**src/rtl/row_by_vector_scheduler.sv**
```systemverilog
// Row-by-vector scheduler: walks every row of A*p through the engine, feeds chunk reads,
// and writes each scalar result to the result RAM, with watchdog and protocol flags.
module row_by_vector_scheduler #(
    parameter int NI            = 8,
    parameter int element_width = 32,
    parameter int ROW_W         = 10,
    parameter int CHUNK_W       = 8,
    parameter int TIMEOUT       = 1024
) (
    input  logic                     clk,
    input  logic                     reset,
    input  logic                     start,
    input  logic [ROW_W:0]           no_of_rows,
    input  logic [CHUNK_W:0]         no_of_multiples,
    input  logic                     eng_ready,
    input  logic                     eng_give_me,
    input  logic                     eng_result_valid,
    input  logic [element_width-1:0] eng_result,
    output logic                     eng_start,
    output logic                     chunk_rd_en,
    output logic [ROW_W-1:0]         chunk_row,
    output logic [CHUNK_W-1:0]       chunk_idx,
    output logic                     res_wr_en,
    output logic [ROW_W-1:0]         res_addr,
    output logic [element_width-1:0] res_data,
    output logic                     busy,
    output logic                     done,
    output logic                     err_timeout,
    output logic                     err_protocol,
    output logic [2:0]               state_dbg
);

    localparam int WD_W = $clog2(TIMEOUT);

    localparam logic [2:0] S_IDLE     = 3'd0;
    localparam logic [2:0] S_WAIT_RDY = 3'd1;
    localparam logic [2:0] S_START    = 3'd2;
    localparam logic [2:0] S_FEED     = 3'd3;
    localparam logic [2:0] S_WAIT_RES = 3'd4;
    localparam logic [2:0] S_WRITE    = 3'd5;
    localparam logic [2:0] S_FIN      = 3'd6;

    generate
        if (NI < 1 || TIMEOUT < 2) begin : g_bad_params
            $error("row_by_vector_scheduler: NI must be >= 1 and TIMEOUT >= 2");
        end
    endgenerate

    logic [2:0]         state;
    logic [ROW_W:0]     rows_l;
    logic [CHUNK_W:0]   mult_l;
    logic [CHUNK_W:0]   issued;
    logic [ROW_W-1:0]   row;
    logic [WD_W-1:0]    wd;
    logic               wd_expired;
    logic               last_row;
    logic               early_result;
    logic               capture;

    assign wd_expired   = (wd == WD_W'(TIMEOUT - 1));
    assign last_row     = ({1'b0, row} == rows_l - 1'b1);
    // A result while chunks are still owed to the engine is a protocol violation,
    // but it is still written so the row sequence keeps moving.
    assign early_result = eng_result_valid && (state == S_START || state == S_FEED);
    assign capture      = early_result || (eng_result_valid && state == S_WAIT_RES);
    assign chunk_row    = row;
    assign state_dbg    = state;

    always_ff @(posedge clk or negedge reset) begin
        if (!reset) begin
            state        <= S_IDLE;
            rows_l       <= '0;
            mult_l       <= '0;
            issued       <= '0;
            row          <= '0;
            wd           <= '0;
            eng_start    <= 1'b0;
            chunk_rd_en  <= 1'b0;
            chunk_idx    <= '0;
            res_wr_en    <= 1'b0;
            res_addr     <= '0;
            res_data     <= '0;
            busy         <= 1'b0;
            done         <= 1'b0;
            err_timeout  <= 1'b0;
            err_protocol <= 1'b0;
        end else begin
            eng_start   <= 1'b0;
            chunk_rd_en <= 1'b0;
            res_wr_en   <= 1'b0;
            done        <= 1'b0;
            wd          <= '0;
            if (capture) begin
                res_wr_en <= 1'b1;
                res_addr  <= row;
                res_data  <= eng_result;
                state     <= S_WRITE;
                if (early_result) err_protocol <= 1'b1;
            end else begin
                case (state)
                    S_IDLE: begin
                        if (start) begin
                            rows_l       <= no_of_rows;
                            mult_l       <= (no_of_multiples == '0) ? (CHUNK_W+1)'(1) : no_of_multiples;
                            busy         <= 1'b1;
                            err_timeout  <= 1'b0;
                            err_protocol <= 1'b0;
                            row          <= '0;
                            issued       <= '0;
                            state        <= (no_of_rows == '0) ? S_FIN : S_WAIT_RDY;
                        end
                    end
                    S_WAIT_RDY: begin
                        if (eng_ready) begin
                            eng_start   <= 1'b1;
                            chunk_rd_en <= 1'b1;
                            chunk_idx   <= '0;
                            issued      <= (CHUNK_W+1)'(1);
                            state       <= S_START;
                        end else if (wd_expired) begin
                            err_timeout <= 1'b1;
                            state       <= S_FIN;
                        end else begin
                            wd <= wd + 1'b1;
                        end
                    end
                    S_START: state <= (issued == mult_l) ? S_WAIT_RES : S_FEED;
                    S_FEED: begin
                        if (eng_give_me) begin
                            chunk_rd_en <= 1'b1;
                            chunk_idx   <= issued[CHUNK_W-1:0];
                            issued      <= issued + 1'b1;
                            if (issued + 1'b1 == mult_l) state <= S_WAIT_RES;
                        end
                    end
                    S_WAIT_RES: begin
                        if (wd_expired) begin
                            err_timeout <= 1'b1;
                            state       <= S_FIN;
                        end else begin
                            wd <= wd + 1'b1;
                        end
                    end
                    S_WRITE: begin
                        if (last_row) begin
                            state <= S_FIN;
                        end else begin
                            row    <= row + 1'b1;
                            issued <= '0;
                            state  <= S_WAIT_RDY;
                        end
                    end
                    S_FIN: begin
                        done  <= 1'b1;
                        busy  <= 1'b0;
                        state <= S_IDLE;
                    end
                    default: state <= S_IDLE;
                endcase
            end
        end
    end

endmodule

```
**config.mk**
```make
export PLATFORM = sky130hd
export DESIGN_NAME = row_by_vector_scheduler
export DESIGN_NICKNAME = d
export VERILOG_FILES = /design/src/rtl/row_by_vector_scheduler.sv
export SDC_FILE = /design/constraint.sdc
export NUM_CORES = 1
export LEC_CHECK = 0
export CORE_MARGIN = 4
export CORE_UTILIZATION = 45
export DETAILED_ROUTE_END_ITERATION = 10
export GPL_TIMING_DRIVEN = 1
export PLACE_DENSITY_LB_ADDON = 0.2
export SKIP_LAST_GASP = 1
export SLEW_MARGIN = 40
export SYNTH_ARGS = -nofsm -noshare
export SYNTH_HDL_FRONTEND = slang
export SYNTH_SLANG_ARGS = --single-unit
```
**constraint.sdc**
```tcl
create_clock -name clk -period 2.76 [get_ports clk]
set_clock_uncertainty 0.05 [all_clocks]
set_input_delay 0.276 -clock clk [delete_from_list [all_inputs] [get_ports clk]]
set_output_delay 0.276 -clock clk [all_outputs]
set_load 0.03 [all_outputs]
```
Yosys cells after proc, flatten, opt, wreduce, memory -nomap -nowiden
Cells that the tools add are included.
- add/subtract/negate cells: 4
- eq/ne operators: 19
- multiplexer cells: 44
- bitwise operators: 1
- reductions and logical operators: 22
- operator list (operator ; number):
    10-bit 2-to-1 mux ; 5
    9-bit 2-to-1 mux ; 5
    10-bit one-hot mux with 2 select lines ; 2
    9-bit one-hot mux with 4 select lines ; 1
    3-bit 2-to-1 mux ; 9
    10-bit by 1-bit adder with 10-bit output (second input constant) ; 2
    9-bit equality test ; 2
    3-bit one-hot mux with 6 select lines ; 1
    8-bit 2-to-1 mux ; 2
    8-bit one-hot mux with 2 select lines ; 1
    1-bit 2-to-1 mux ; 15
    2-bit != test (second input constant) ; 6
    3-bit AND reduction ; 4
    4-bit AND reduction ; 3
    10-bit by 11-bit equality test with 1-bit output ; 1
    11-bit zero test ; 1
    11-bit by 1-bit subtractor with 11-bit output (second input constant) ; 1
    10-bit equality test (second input constant) ; 1
    2-bit nonzero test ; 5
    9-bit by 1-bit adder with 9-bit output (second input constant) ; 1
    3-bit equality test (second input constant) ; 3
    9-bit zero test ; 1
    3-bit by 2-bit equality test with 1-bit output (second input constant) ; 2
    3-bit != test (second input constant) ; 2
    other kinds (11) ; 14
- register bits after elaboration: 109
- output and inout bits: 70
- logic and storage cells: 106

Depth between registers and ports, before layout
Gate-level depths: netlist of the first run.
- depth in word-level cells: 6
- gate-level depth with buffers: 10

Worst setup path after synthesis of the first run
No wires, ideal clock.
- path type: register -> register
- start point: register rows_l[0]
- end point: register row[4] (netlist: chunk_row[4])
- setup time: 96 ps
- data arrival time: 2668 ps
- data required time: 2614 ps
- slack: -54 ps
- stages on the path, launching flop included: 11
- path buffers: 1
- period minus slack after synthesis: 2814 ps
- path through: dfrtp_1 -> inv_1 -> ha_1 -> or4b_4 -> o21a_1 -> or4_1 -> a32o_2 -> o31ai_4 -> buf_6 -> o211ai_1 -> o31ai_1
- longest elaborated chain between the ends: 4
- RTL lines (what ; line ; text):
    start, declared ; 50 ; logic [ROW_W:0] rows_l;
    start signal, assigned ; 103 ; rows_l <= no_of_rows;
    11-bit by 1-bit subtractor with 11-bit output ; 61 ; assign last_row = ({1'b0, row} == rows_l - 1'b1);
    10-bit by 11-bit equality test with 1-bit output ; 61 ;
    2-bit != test (no line) ; n/a ;
    4-bit AND reduction (no line) ; n/a ;
    end signal, assigned ; 148 ; row <= row + 1'b1;
    end, declared ; 53 ; logic [ROW_W-1:0] row;
Every way passes these cells.
A chain may end at the register's enable or synchronous reset.

Worst setup path after layout of the first run
- start point: register rows_l[0]
- end point: register row[9] (netlist: chunk_row[9])
The elaborated chain is that of the path after synthesis.

==> flow_summary.ini, run 1 <==
[synthesis]
synth_area_leaders = dfrtp_1, nand2_1, xor2_1, nor2_1, xnor2_1
yosys_warnings = 0
synth-seq-area-share = 0.517
yosysUniqueCellTypes = 54
syn-num-nets = 654
synth_edf_count = 0
yosys.area.top_type = dfrtp_1
synth_area_mm2 = 0.00528
netlist_instances = 592
synth-seq-cells = 109
synth.avg_cell_area_um2 = 8.91
synthArstFlopShare = 1.00
yosysTopAreaCellShare = 0.517
synth_ff_type = dfrtp_1

[clock_network]
h-tree-depth = 3
cts_tree = built
cts.path.max_buffers = 2
path_clk_slew_ps = 70
cts-root-buf = clkbuf_16
clk_latency_ps = 350
cts_made_buffers = 9
cts.sinks = 109

[die]
chipWidth_um = 116
die_area_mm2 = 0.0135
rows = 39
die_height_um = 116
io_pins = 128
core_area_mm2 = 0.0115
start_util = 0.460

[power_and_ir_drop]
p_total_mw = 7.56
switching_share = 0.420
power_density_mw_per_mm2 = 1040
power.internal_mw = 4.39
max-vdd-ir-drop_mv = 0.641
clkPwrFrac = 0.168
total_leakage_power_nw = 3.34
power.share.combinational = 0.495
seqPwrFrac = 0.336
p_switching_mw = 3.17

[route]
first_pass_iters = 5
avgViaCountPerCell = 5.30
drt_iter0_markers = 299
drt_drc_violations_left = 0
routedWlPerCell_um = 16.0
num_vias = 4691
routed_wirelength_um = 14100
ant_nets = 0

[global_route]
grt_busiest_layer = met2
grt_use_met3 = 0.0617
grt_use_met2 = 0.340
antenna_found_initial = 0
gr-total-overflow = 0
grt_pass1_wl_um = 22500
grt_pass1_vias = 4488
grt_max_degree = 40
grt.met1_usage = 0.288
track_usage = 0.213

[sta]
fin_ws_ps = -33.8
hold_violations = 0
fin_crit_sh = 1.01
slew-limit-headroom = 0.584
tightest_slew_ps = 624
min_period_ps = 2790
fin_hold_ws_ps = 394
drv_slew = 0
setup_viol = 5
grt_setup_unrepaired = true
fin_tns_setup_ps = -131
fmax_mhz = 358

[finish]
final_common_cell = nand2_1
drive_gt1_frac = 0.108
final_cell_mix = nand2_1, clkdlybuf4s50_1, dfrtp_1
area_delta_synth_final_pct = 38.4
antenna-diode-count = 0
nets = 799

[placed_design]
portBuffers = 127
place_congestion = 0.886
dp.final_hpwl_um = 10300

[outcome]
outcome = complete, but fails checks
violations = setup timing

[worst_setup_path]
critical_path_required_ps = 2980
cpMaxStageDelayCell = or4_4
cp.arrival_ps = 3020
path_max_fanout = 3
r2r_setup_slack_ps = -30
slowest_delay_ps = 540
critPathLaunchType = flip-flop
end_kind = flip-flop
path_cells = buf_4 > or4_4 > o221a_4 > a311oi_2 > a32o_2 > nor3_4 > buf_4 > or4_1 > a21oi_1
cp_top_family = simple AND/OR/NAND/NOR gates
worstSetupPathType = flip-flop to flip-flop
cp_num_buf_inv = 2
cpMostUsedCell = buf_4

[hold_path]
hold_path.class = primary input to asynchronous set/reset pin

[job]
drv_cap = 0
[cell usage after synthesis (4+ instances only)]
| library cell | number |
|---|---|
| o21ai_0 | 18 |
| xnor2_1 | 16 |
| inv_1 | 17 |
| nor4_1 | 14 |
| nand3_1 | 26 |
| nor2_1 | 38 |
| ha_1 | 4 |
| xor2_1 | 18 |
| nand2_1 | 186 |
| nor2b_1 | 4 |
| clkbuf_1 | 24 |
| a21oi_1 | 14 |
| o31ai_1 | 5 |
| and3_1 | 4 |
| or3_1 | 6 |
| mux2_2 | 9 |
| a31oi_1 | 11 |
| nor3_1 | 10 |
| dfrtp_1 | 109 |
| nand4_1 | 5 |
[power groups by stage]
stage	Combinational [mW]	Clock, mW	Sequential [mW]
finish	3.74	1.27	2.54
global placement	3.49	0	2.54
CTS	3.68	1.32	2.54
detailed placement	3.57	0	2.56
floorplan	1.52	0	3.15
global route	4.05	1.38	2.61
[per-stage QoR]
step,cell area [um2],instances,worst slack [ps],utilization
floorplan,5280,592,-48.0,-
global placement,6840,861,-3.26,0.596
detailed placement,6840,861,-46.4,0.596
CTS,7220,881,-29.1,0.629
global route,7300,885,-147,0.637
finish,7300,885,-33.8,0.637
[registers in the layout, summed over array words and instances, names as in the netlist]
name and cells:
res_data 32, rows_l 11, chunk_row 10, res_addr 10, wd 10, issued 9
mult_l 9, chunk_idx 8, state_dbg 3, busy 1, chunk_rd_en 1, done 1
eng_start 1, err_protocol 1, err_timeout 1, res_wr_en 1
[worst reg2reg max path, stage by stage (launching register included)]
cell	delay [ps]
dfrtp_1	400
buf_4	150
or4_4	540
o221a_4	280
a311oi_2	190
a32o_2	230
nor3_4	70
buf_4	160
or4_1	490
a21oi_1	170
[worst paths after layout]
check                                from      endpoint  cells past startpoint
setup reg to reg                rows_l[0]  chunk_row[9]                      9
hold / removal                      reset     mult_l[1]                      2
min in group clk           eng_result[18]  res_data[18]                      3
max in group asynchronous           reset         wd[4]                      3
setup / recovery                rows_l[0]  chunk_row[9]                      9
hold reg to reg               res_data[7]   res_data[7]                      2
[logic make-up after synthesis]
kind of cell,after synthesis,share of synthesized area
adder cells (fa/ha/maj),4,0.00949
XOR/XNOR,34,0.0564
flip-flops,109,0.517
multiplexers,12,0.0249
buffers and inverters,46,0.0346
AO/OA/AOI/OAI,75,0.0960
AND/OR/NAND/NOR,312,0.262
[cell type report]
| class | count | area [um2] |
|---|---|---|
| fillers | 963 | 4170 |
| flip-flops and latches | 109 | 2730 |
| multi-input cells | 438 | 2440 |
| repair buffers | 162 | 1590 |
| clock buffers | 12 | 267 |
| well taps | 143 | 179 |
| inverters | 17 | 63.8 |
| clock inverters | 4 | 30.0 |
[timing repair]
action                     in CTS  in global routing
gates resized for setup         6                 10
setup endpoints to repair      14                 22
setup buffers                   2                  2
hold buffers                    1                  0
pin swaps                       3                  5
cloned                          1                  2
hold endpoints to repair       36                  0
[per-layer routing]
metal / up-vias / share of wire
met2: 137 / 0.48
met1: 2246 / 0.43
met4: 0 / 0.016
met3: 21 / 0.068
li1: 2287 / -
met5: - / 0
(Power assumes the default switching activity.)
==> inputs of run 2 (changes only) <==
CORE_MARGIN = 1   (was 4)
SKIP_LAST_GASP = unset   (was 1)
==> run 2 against run 1 <==
  * The flow still finishes with violations (setup timing)
  * Power grew 2.2%
  * Clock power grew 9%
  * Via count grew 1.0%
  * Wire length shrank 0.15%
  * Hold slack lost 0.59 ps
  * Final cell count shrank 0.23%
  * Global-route usage grew 2.0 points
  * Combinational power grew 1%
  * Sequential power is essentially flat
  * Worst setup slack lost 3.3 ps
  * First-iteration DRC count shrank 5.4%
  * Clock-buffer cell count shrank 1
==> flow_summary.ini, run 2 (synthesis results as in run 1) <==
[outcome]
outcome = complete, but fails checks
violations = setup timing

[worst_setup_path]
cpMaxStageDelayCell = or4b_4
slowest_delay_ps = 460
worstSetupPathType = flip-flop to flip-flop
path_cells = inv_2 > ha_4 > or4b_4 > o21a_1 > or4_1 > a32o_2 > o31ai_4 > buf_6 > clkbuf_16 > or3_1 > a21oi_2
path_max_fanout = 4
cp_top_family = simple AND/OR/NAND/NOR gates
cp.arrival_ps = 2990
critPathLaunchType = flip-flop
critical_path_required_ps = 2950
r2r_setup_slack_ps = -40
cp_num_buf_inv = 3
end_kind = flip-flop

[finish]
final_common_cell = nand2_1
finalNonFillerCells = 883
antenna-diode-count = 0
fillers = 943
multi_input_area_mm2 = 0.00248
regMostFlops = res_data
final_cell_mix = nand2_1, clkdlybuf4s50_1, dfrtp_1
reg_top3 = res_data x32, rows_l x11
nets = 798
regArea_mm2 = 0.00273
largest_reg_flops = 32
final_core_util = 0.646
drive_gt1_frac = 0.116
area_delta_synth_final_pct = 39.9

[global_route]
gr-total-overflow = 0
antenna_found_initial = 0
grt_pass1_vias = 4460
grt_pass1_wl_um = 21600
grt_max_degree = 59
track_usage = 0.233

[clock_network]
cts_tree = built
path_clk_slew_ps = 70
h-tree-depth = 3
cts-root-buf = clkbuf_16
cts.sinks = 109
clk_latency_ps = 350
cts_made_buffers = 9
cts.path.max_buffers = 2

[sta]
hold_violations = 0
fin_ws_ps = -37.2
fin_crit_sh = 1.01
min_period_ps = 2800
drv_slew = 0
setup_viol = 6
grt_setup_unrepaired = true
fin_hold_ws_ps = 393
slew-limit-headroom = 0.547
fmax_mhz = 358
tightest_slew_ps = 680

[die]
rows = 39
core_area_mm2 = 0.0114
start_util = 0.462
die_height_um = 110
io_pins = 128
die_area_mm2 = 0.0122
chipWidth_um = 110

[placed_design]
dp_slack_ps = -47.5
portBuffers = 127
place_congestion = 0.843
dp.final_hpwl_um = 9710
numPlacedInstances = 860

[route]
num_vias = 4739
first_pass_iters = 4
drt_iter0_markers = 283
routed_wirelength_um = 14100
ant_nets = 0
avgViaCountPerCell = 5.37
routedWlPerCell_um = 16.0
drt_drc_violations_left = 0

[hold_path]
hold_path.class = primary input to flip-flop

[power_and_ir_drop]
max-vdd-ir-drop_mv = 0.555
power_density_mw_per_mm2 = 1050
total_leakage_power_nw = 3.37

[job]
drv_cap = 0
run 2: timing repair:
action / in CTS / in global routing
resized for setup: 4 / 25
setup buffers: 0 / 4
hold buffers: 1 / 0
endpoints found under the setup margin: 19 / 22
pin swaps: 0 / 13
gates cloned: 0 / 3
endpoints found under the hold margin: 51 / 0
run 2: per-layer routing:
layer  up-vias  routed length, um  global-route usage
met2       119               7140               0.384
met5         -                  0                   0
met1      2330               6100               0.298
li1       2277                  -                   -
met3        13                698              0.0653
met4         0                173              0.0724
run 2: where the power goes:
group	switching, mW	internal (mW)	total (mW)
combinational	2.17	1.60	3.78
sequential	0.449	2.10	2.55
clock	0.580	0.814	1.39
run 2: worst min-delay path, stage by stage:
cell and delay, ps:
clkdlybuf4s50_1 390, nand2_1 50, nand2_1 40
run 2: final cells by class:
cell class	instances	area share
Sequential cell	109	0.370
Tap cell	143	0.0242
Timing Repair Buffer	161	0.218
Clock buffer	11	0.0329
Clock inverter	4	0.00983
Inverter	17	0.00865
Multi-Input combinational cell	438	0.337
run 2: path summary, 6_finish.rpt:
kind	start	endpoint	cells after the start
max reg2reg	rows_l[0]	chunk_row[6]	11
min reg2reg	res_data[23]	res_data[23]	2
max	rows_l[0]	chunk_row[6]	11
min	eng_result[12]	res_data[12]	3
max in group asynchronous	reset	wd[4]	3
min in group asynchronous	reset	mult_l[5]	2
run 2: metrics by stage:
step,area [um2],setup TNS [ps],total power [mW]
after floorplan,5280,-165,4.67
after global routing,7380,-822,8.17
after detailed placement,6840,-245,6.11
after CTS,7190,-435,7.55
final,7380,-74.2,7.72
after global placement,6840,0,6.01
==> inputs of run 3 (changes only) <==
CORE_ASPECT_RATIO = 0.9   (was unset)
==> run 3 against run 2 <==
  * The run still ends with setup timing left
  * Wire length is 0.60% lower
  * Sequential power about the same
  * Die area about the same
  * Worst setup slack worse by 27 ps
  * Register-to-register slack worse by 30 ps
  * Combinational power decreased by 2%
  * Critical path depth unchanged
==> flow_summary.ini, run 3 (synthesis results as in run 1) <==
[outcome]
outcome = complete, but fails checks
violations = setup timing

[worst_setup_path]
worstSetupPathType = flip-flop to flip-flop
cp_num_buf_inv = 3
slowest_delay_ps = 460
path_cells = inv_2 > ha_4 > or4b_4 > o21a_1 > or4_1 > a32o_2 > buf_6 > nor3_4 > buf_6 > a21oi_4 > a31oi_1
cp.arrival_ps = 3050
critPathLaunchType = flip-flop
path_max_fanout = 5
critical_path_required_ps = 2980
cpMostUsedCell = buf_6
cpMaxStageDelayCell = or4b_4
cp_top_family = simple AND/OR/NAND/NOR gates
end_kind = flip-flop

[die]
io_pins = 128
chipWidth_um = 116
core_area_mm2 = 0.0114
die_area_mm2 = 0.0122
die_height_um = 105
start_util = 0.461
rows = 37

[clock_network]
cts.path.max_buffers = 2
cts_tree = built
clk_latency_ps = 360
cts-root-buf = clkbuf_16
path_clk_slew_ps = 70
cts.sinks = 109
cts_made_buffers = 9
h-tree-depth = 3

[sta]
setup_viol = 16
grt_setup_unrepaired = true
fin_crit_sh = 1.02
slew-limit-headroom = 0.630
fin_hold_ws_ps = 386
hold_violations = 0
drv_slew = 0
min_period_ps = 2820
tightest_slew_ps = 555
fin_ws_ps = -63.8
fin_tns_setup_ps = -597
fmax_mhz = 354

[power_and_ir_drop]
seqPwrFrac = 0.332
p_total_mw = 7.71
power_density_mw_per_mm2 = 1050
power.internal_mw = 4.50
switching_share = 0.416
clkPwrFrac = 0.186
total_leakage_power_nw = 3.35
p_switching_mw = 3.20
max-vdd-ir-drop_mv = 0.706
power.share.combinational = 0.482

[global_route]
track_usage = 0.241
grt_max_degree = 58
gr-total-overflow = 0
grt_pass1_vias = 4678
grt_pass1_wl_um = 22900
antenna_found_initial = 0

[finish]
final_common_cell = nand2_1
final_core_util = 0.645
regMostFlops = res_data
finalNonFillerCells = 896
final_area_mm2 = 0.00737
nets = 797
antenna-diode-count = 0
drive_gt1_frac = 0.114
final_cell_mix = nand2_1, clkdlybuf4s50_1, dfrtp_1
largest_reg_flops = 32
area_delta_synth_final_pct = 39.7
reg_top3 = res_data x32, rows_l x11

[route]
drt_iter0_markers = 301
routed_wirelength_um = 14000
avgViaCountPerCell = 5.37
ant_nets = 0
num_vias = 4814
routedWlPerCell_um = 15.7
first_pass_iters = 4
drt_drc_violations_left = 0

[placed_design]
portBuffers = 127
postPlaceCellArea_mm2 = 0.00686
dp_slack_ps = -48.0
numPlacedInstances = 873
dp.final_hpwl_um = 9700
place_congestion = 0.833

[hold_path]
hold_path.class = primary input to asynchronous set/reset pin

[job]
drv_cap = 0
[run 3: layout make-up]
type | instances | area (um2)
clock inverter | 6 | 95.1
tap | 156 | 195
inverter | 17 | 63.8
multi-input combinational | 438 | 2470
sequential | 109 | 2730
timing repair buffer | 160 | 1580
clock buffer | 10 | 239
fill | 966 | 4060
[run 3: worst paths after layout]
path,from,to,slack (ps),cells past startpoint
worst min-delay path,reset,rows_l[7],390,2
min in group clk,eng_result[18],res_data[18],390,3
max in group asynchronous,reset,chunk_row[3],1520,3
worst max register to register,rows_l[1],issued[5],-60,11
worst min register to register,res_data[18],res_data[18],420,2
worst max-delay path,rows_l[1],issued[5],-60,11
[run 3: power groups by stage]
stage	logic, mW	clock network (mW)	registers [mW]
2_1_floorplan	1.52	0	3.15
3_3_place_gp	3.44	0	2.55
3_5_place_dp	3.52	0	2.57
4_1_cts	3.66	1.46	2.55
5_1_grt	4.03	1.52	2.62
6_report	3.71	1.43	2.56
[run 3: layer usage]
metal / vias up / track usage / share of wire
li1: 2288 / - / -
met1: 2375 / 0.312 / 0.43
met2: 129 / 0.387 / 0.50
met3: 22 / 0.0737 / 0.055
met4: 0 / 0.0668 / 0.017
met5: - / 0 / 0
[run 3: timing repair]
action / 4_1_cts / 5_1_grt
endpoints found under the setup margin: 9 / 22
pin swaps: 6 / 4
resized for setup: 9 / 18
gates cloned: 2 / 1
buffers inserted: 3 / 1
hold buffers: 1 / 0
hold endpoints to repair: 55 / 0
